--- config.mk ---
export PLATFORM = sky130hd
export DESIGN_NAME = video_ega_bus_bridge
export DESIGN_NICKNAME = d
export VERILOG_FILES = /design/src/rtl/video_ega_bus_bridge.sv
export SDC_FILE = /design/constraint.sdc
export NUM_CORES = 1
export LEC_CHECK = 0
export CORE_UTILIZATION = 25
export CTS_CLUSTER_SIZE = 20
export DETAILED_ROUTE_END_ITERATION = 16
export PLACE_DENSITY_LB_ADDON = 0.05
export SLEW_MARGIN = 30
export SYNTH_ARGS = -nofsm -noshare
export SYNTH_HDL_FRONTEND = slang
export SYNTH_SLANG_ARGS = --single-unit
--- constraint.sdc ---
create_clock -name iClk -period 8.3 [get_ports iClk]
set_clock_uncertainty 0.15 [all_clocks]
set_input_delay 0.83 -clock iClk [delete_from_list [all_inputs] [get_ports iClk]]
set_output_delay 0.83 -clock iClk [all_outputs]
set_load 0.01 [all_outputs]
--- src/rtl/video_ega_bus_bridge.sv ---
// CPU-to-EGA bus bridge: sequences byte/word CPU transactions into registered
// address/data/strobe cycles with a settle cycle before strobes and write hold.
module video_ega_bus_bridge #(
  parameter int unsigned TIMEOUT = 15
) (
  input  logic        iClk,
  input  logic        iRst,
  input  logic        iReq,
  input  logic        iWe,
  input  logic        iIo,
  input  logic        iWord,
  input  logic [19:0] iAddr,
  input  logic [15:0] iWrData,
  output logic        oBusy,
  output logic        oAck,
  output logic [15:0] oRdData,
  output logic [19:0] oAddr,
  output logic [7:0]  oWrData,
  output logic        oWrMem,
  output logic        oRdMem,
  output logic        oWrIo,
  output logic        oRdIo,
  input  logic [7:0]  iRdData,
  input  logic        iSel
);

  typedef enum logic [2:0] {IDLE, SETUP, STROBE, WAIT, HOLD} state_t;

  typedef struct packed {
    logic        we;
    logic        io;
    logic        word;
    logic [19:0] addr;
    logic [15:0] wdata;
  } req_t;

  localparam logic [7:0] TLAST = 8'(TIMEOUT - 1);

  state_t     state;
  req_t       req;
  logic       idx;
  logic       hold_cnt;
  logic [7:0] tcnt;
  logic [7:0] lo;

  logic       byte_done;
  logic [7:0] cap;

  // A read byte finishes on iSel or when the wait budget runs out (iSel wins
  // in the last cycle); a write byte finishes after its second hold cycle.
  always_comb begin
    byte_done = 1'b0;
    cap       = 8'hFF;
    case (state)
      WAIT: begin
        if (iSel) begin
          byte_done = 1'b1;
          cap       = iRdData;
        end else if (tcnt == TLAST) begin
          byte_done = 1'b1;
        end
      end
      HOLD:    byte_done = hold_cnt;
      default: byte_done = 1'b0;
    endcase
  end

  always_ff @(posedge iClk or posedge iRst) begin
    if (iRst) begin
      state    <= IDLE;
      req      <= '0;
      idx      <= 1'b0;
      hold_cnt <= 1'b0;
      tcnt     <= '0;
      lo       <= '0;
      oBusy    <= 1'b0;
      oAck     <= 1'b0;
      oRdData  <= '0;
      oAddr    <= '0;
      oWrData  <= '0;
      oWrMem   <= 1'b0;
      oRdMem   <= 1'b0;
      oWrIo    <= 1'b0;
      oRdIo    <= 1'b0;
    end else begin
      oAck   <= 1'b0;
      oWrMem <= 1'b0;
      oRdMem <= 1'b0;
      oWrIo  <= 1'b0;
      oRdIo  <= 1'b0;

      case (state)
        IDLE: begin
          if (iReq) begin
            req     <= '{we: iWe, io: iIo, word: iWord, addr: iAddr, wdata: iWrData};
            idx     <= 1'b0;
            oAddr   <= iAddr;
            oWrData <= iWrData[7:0];
            oBusy   <= 1'b1;
            state   <= SETUP;
          end
        end
        SETUP: begin
          oWrMem <=  req.we && !req.io;
          oRdMem <= !req.we && !req.io;
          oWrIo  <=  req.we &&  req.io;
          oRdIo  <= !req.we &&  req.io;
          state  <= STROBE;
        end
        STROBE: begin
          if (req.we) begin
            hold_cnt <= 1'b0;
            state    <= HOLD;
          end else begin
            tcnt  <= '0;
            state <= WAIT;
          end
        end
        WAIT: begin
          if (!byte_done) tcnt <= tcnt + 8'd1;
        end
        HOLD: hold_cnt <= 1'b1;
        default: state <= IDLE;
      endcase

      if (byte_done) begin
        if (req.word && !idx) begin
          idx     <= 1'b1;
          lo      <= cap;
          oAddr   <= req.addr + 20'd1;
          oWrData <= req.wdata[15:8];
          state   <= SETUP;
        end else begin
          state <= IDLE;
          oBusy <= 1'b0;
          oAck  <= 1'b1;
          if (!req.we) oRdData <= req.word ? {cap, lo} : {8'h00, cap};
        end
      end
    end
  end

endmodule

==> flow_summary.toml <==
[outcome]
outcome = "completed"

[drt]
wirelength_um = 12600
dr.first_iter.drc_count = 175
num_vias = 3840
first_pass_iters = 4
viasPerCell = 4.43
routedWlPerCell_um = 14.5
drtAntennaViolNets = 0
drc = 0

[timing]
rsz0062_at_grt = "no"
finalMaxSlewViolations = 0
post-route-period-util_pct = 40.2
finalHoldViolCount = 0
slew_headroom_pct = 53.1
fin_ws_ns = 4.96
clock.fmax_mhz = 300
tns_ns = 0
worstMarginPinSlew_ns = 0.703
fin_crit_ns = 3.34
whs_ns = 0.319
finalSetupViolCount = 0

[setup_path]
end_kind = "register"
worstPathArrival_ns = 3.42
crit_path_start_kind = "primary input"
path_max_fanout = 30
slowest_delay_ns = 0.59
path_class = "in2reg"
reg2regPathDepth = 5
worstReg2RegStart = "state[1]"
critPathCapture = "oAddr[1]"
path_cells = "clkdlybuf4s50_1 -> nand4b_2 -> and2_1 -> a21oi_4 -> buf_4 -> mux2_2"
worstPathRequired_ns = 8.38
cp_slowest_cell = "clkdlybuf4s50_1"
r2r-end = "oAddr[1]"
reg2reg_slack_ns = 5.30
crit_start = "iSel"

[worst_hold_path]
hp-class = "reg2reg"

[layout]
layout.nets = 657
antenna_cells = 0
fill_cells = 1975
register_area_mm2 = 0.00255
multi_input_area_mm2 = 0.00220
stdcell_area_mm2 = 0.00652
drive_gt1_share_pct = 8.73
area_growth_pct = 32.7

[floorplan]
start_util_pct = 25.9
die_x_um = 142
core_region_area_mm2 = 0.0190
io_pins = 101
rows = 50
dieHeight_um = 142
dieArea_mm2 = 0.0202

[grt]
grt_util_all_layers_pct = 13.1
antenna_found_initial = 0
grt_max_degree = 73
grt_pass1_vias = 3781
grt-ovfl-total = 0
grt_pass1_wl_um = 20400

[yosys]
synth_edf_count = 0
async_reset_ff_share_pct = 100
netlist.area_leader.share_pct = 51.9
synth_area_leaders = "dfrtp_1, nand2_1, mux2i_1, mux2_2, o21ai_0"
yosysSeqAreaShare_pct = 51.9
synth_fp_nets = 568
netlist_instances = 514
synth_warnings = 0
synth_seq_cells = 102
synthFlopType = "dfrtp_1"
synth_top_cell_by_area = "dfrtp_1"
synthTopCellsByCount = "nand2_1, dfrtp_1, o21ai_0"
post-synth-top-count-cell = "nand2_1"
synth_area_per_cell_um2 = 9.56
syn-cell-area_mm2 = 0.00491
synth_cell_types = 48

[power]
p_total_mw = 2.18
power_density_mw_per_mm2 = 334
peakVddDrop_mv = 0.105
power.leakage_nw = 2.68

[clock_network]
cts_tree = "built"
holdBufCountCts = 0
post-cts-setup-buffer-count = 0
htreeDepth = 3
numCtsBuffers = 9
cts.path.max_buffers = 2
cts.clk_slew.worst_paths_ns = 0.07
cts.sinks = 102
cts_root_buffer = "clkbuf_16"
clkLatencyLatePin_ns = 0.35
cts-resized-gates = 0

[placement]
port_buffers = 100
placed_cell_area_mm2 = 0.00619
dp_hpwl_um = 8370
post-place-ws_ns = 4.54
gp_congestion = 0.771

[job]
cap_violations = 0
final cells by class:
cell class | count | share of cell area (%)
clock buffer | 12 | 3.78
clock inverter | 3 | 1.06
inverter | 20 | 1.19
multi-input combinational | 364 | 33.7
sequential | 102 | 39.1
tap | 260 | 4.99
timing repair buffer | 106 | 16.1
cells in the final DEF (no fill, tap or decap), types with 2 or more instances in the layout:
cell,count
nor2_1,23
a31oi_1,5
nand4_1,6
clkdlybuf4s50_1,100
nand2b_1,3
nand3_1,9
or2_2,2
nand3b_1,2
a21boi_0,17
nor3_1,19
clkbuf_1,2
ha_1,3
or4_1,5
a21oi_4,2
xnor2_1,14
or3_1,5
mux2_2,20
and3_1,2
mux2i_1,24
nor4_1,5
bufinv_16,2
a2bb2oi_1,2
o31ai_1,5
clkbuf_16,9
dfrtp_1,102
mux2_1,2
buf_4,5
inv_1,19
a21oi_1,14
nand2_1,127
o21ai_0,27
state kept, by name (all words and copies together) (netlist names):
register  count
tcnt          8
state         3
idx           1
oRdIo         1
oRdMem        1
oBusy         1
oWrIo         1
oRdData      16
lo            8
oAddr        20
hold_cnt      1
oWrData       8
oAck          1
oWrMem        1
req          31
kinds of logic after synthesis:
kind of cell	share of synthesized area, %
buffers and inverters	4.00
muxes	9.93
adders and majority gates	0.764
AOI/OAI and AO/OA	9.65
and+or+nand+nor	21.0
xor gates and xnor gates	2.67
DFF	51.9
per-stage QoR:
step | utilization (%) | instances
6_report | 34.4 | 867
5_1_grt | 34.4 | 867
4_1_cts | 34.3 | 867
3_5_place_dp | 32.7 | 852
3_3_place_gp | 32.7 | 852
2_1_floorplan | - | 514
layer usage:
| metal | vias to the layer above | global-route usage, % | wire (um) |
|---|---|---|---|
| met3 | 10 | 3.23 | 594 |
| met1 | 1831 | 17.6 | 6070 |
| met2 | 81 | 20.9 | 5810 |
| li1 | 1918 | - | - |
| met4 | 0 | 3.57 | 136 |
| met5 | - | 0 | 0 |
where the power goes:
part           internal (mW)  switching (mW)  total (mW)
Clock                  0.272           0.187       0.459
Combinational          0.440           0.399       0.839
Sequential             0.696           0.184       0.880
Total                   1.41           0.770        2.18
worst min-delay path by stage:
stage,startpoint,endpoint,slack (ns),cells after the start
6_report,req[10],req[10],0.32,2
3_3_place_gp,req[14],req[14],0.30,2
4_1_cts,req[10],req[10],0.33,2
3_5_place_dp,req[10],req[10],0.31,2
5_1_grt,req[10],req[10],0.35,2
2_1_floorplan,req[10],req[10],0.29,2
worst max-delay path, delay by kind of cell:
kind / cells / cell delay, ns
buffers and inverters: 2 / 1.10
AND/OR/NAND/NOR: 2 / 0.79
multiplexers: 1 / 0.40
AO/OA/AOI/OAI: 1 / 0.28
No activity file was read; power rests on OpenSTA's default activity.
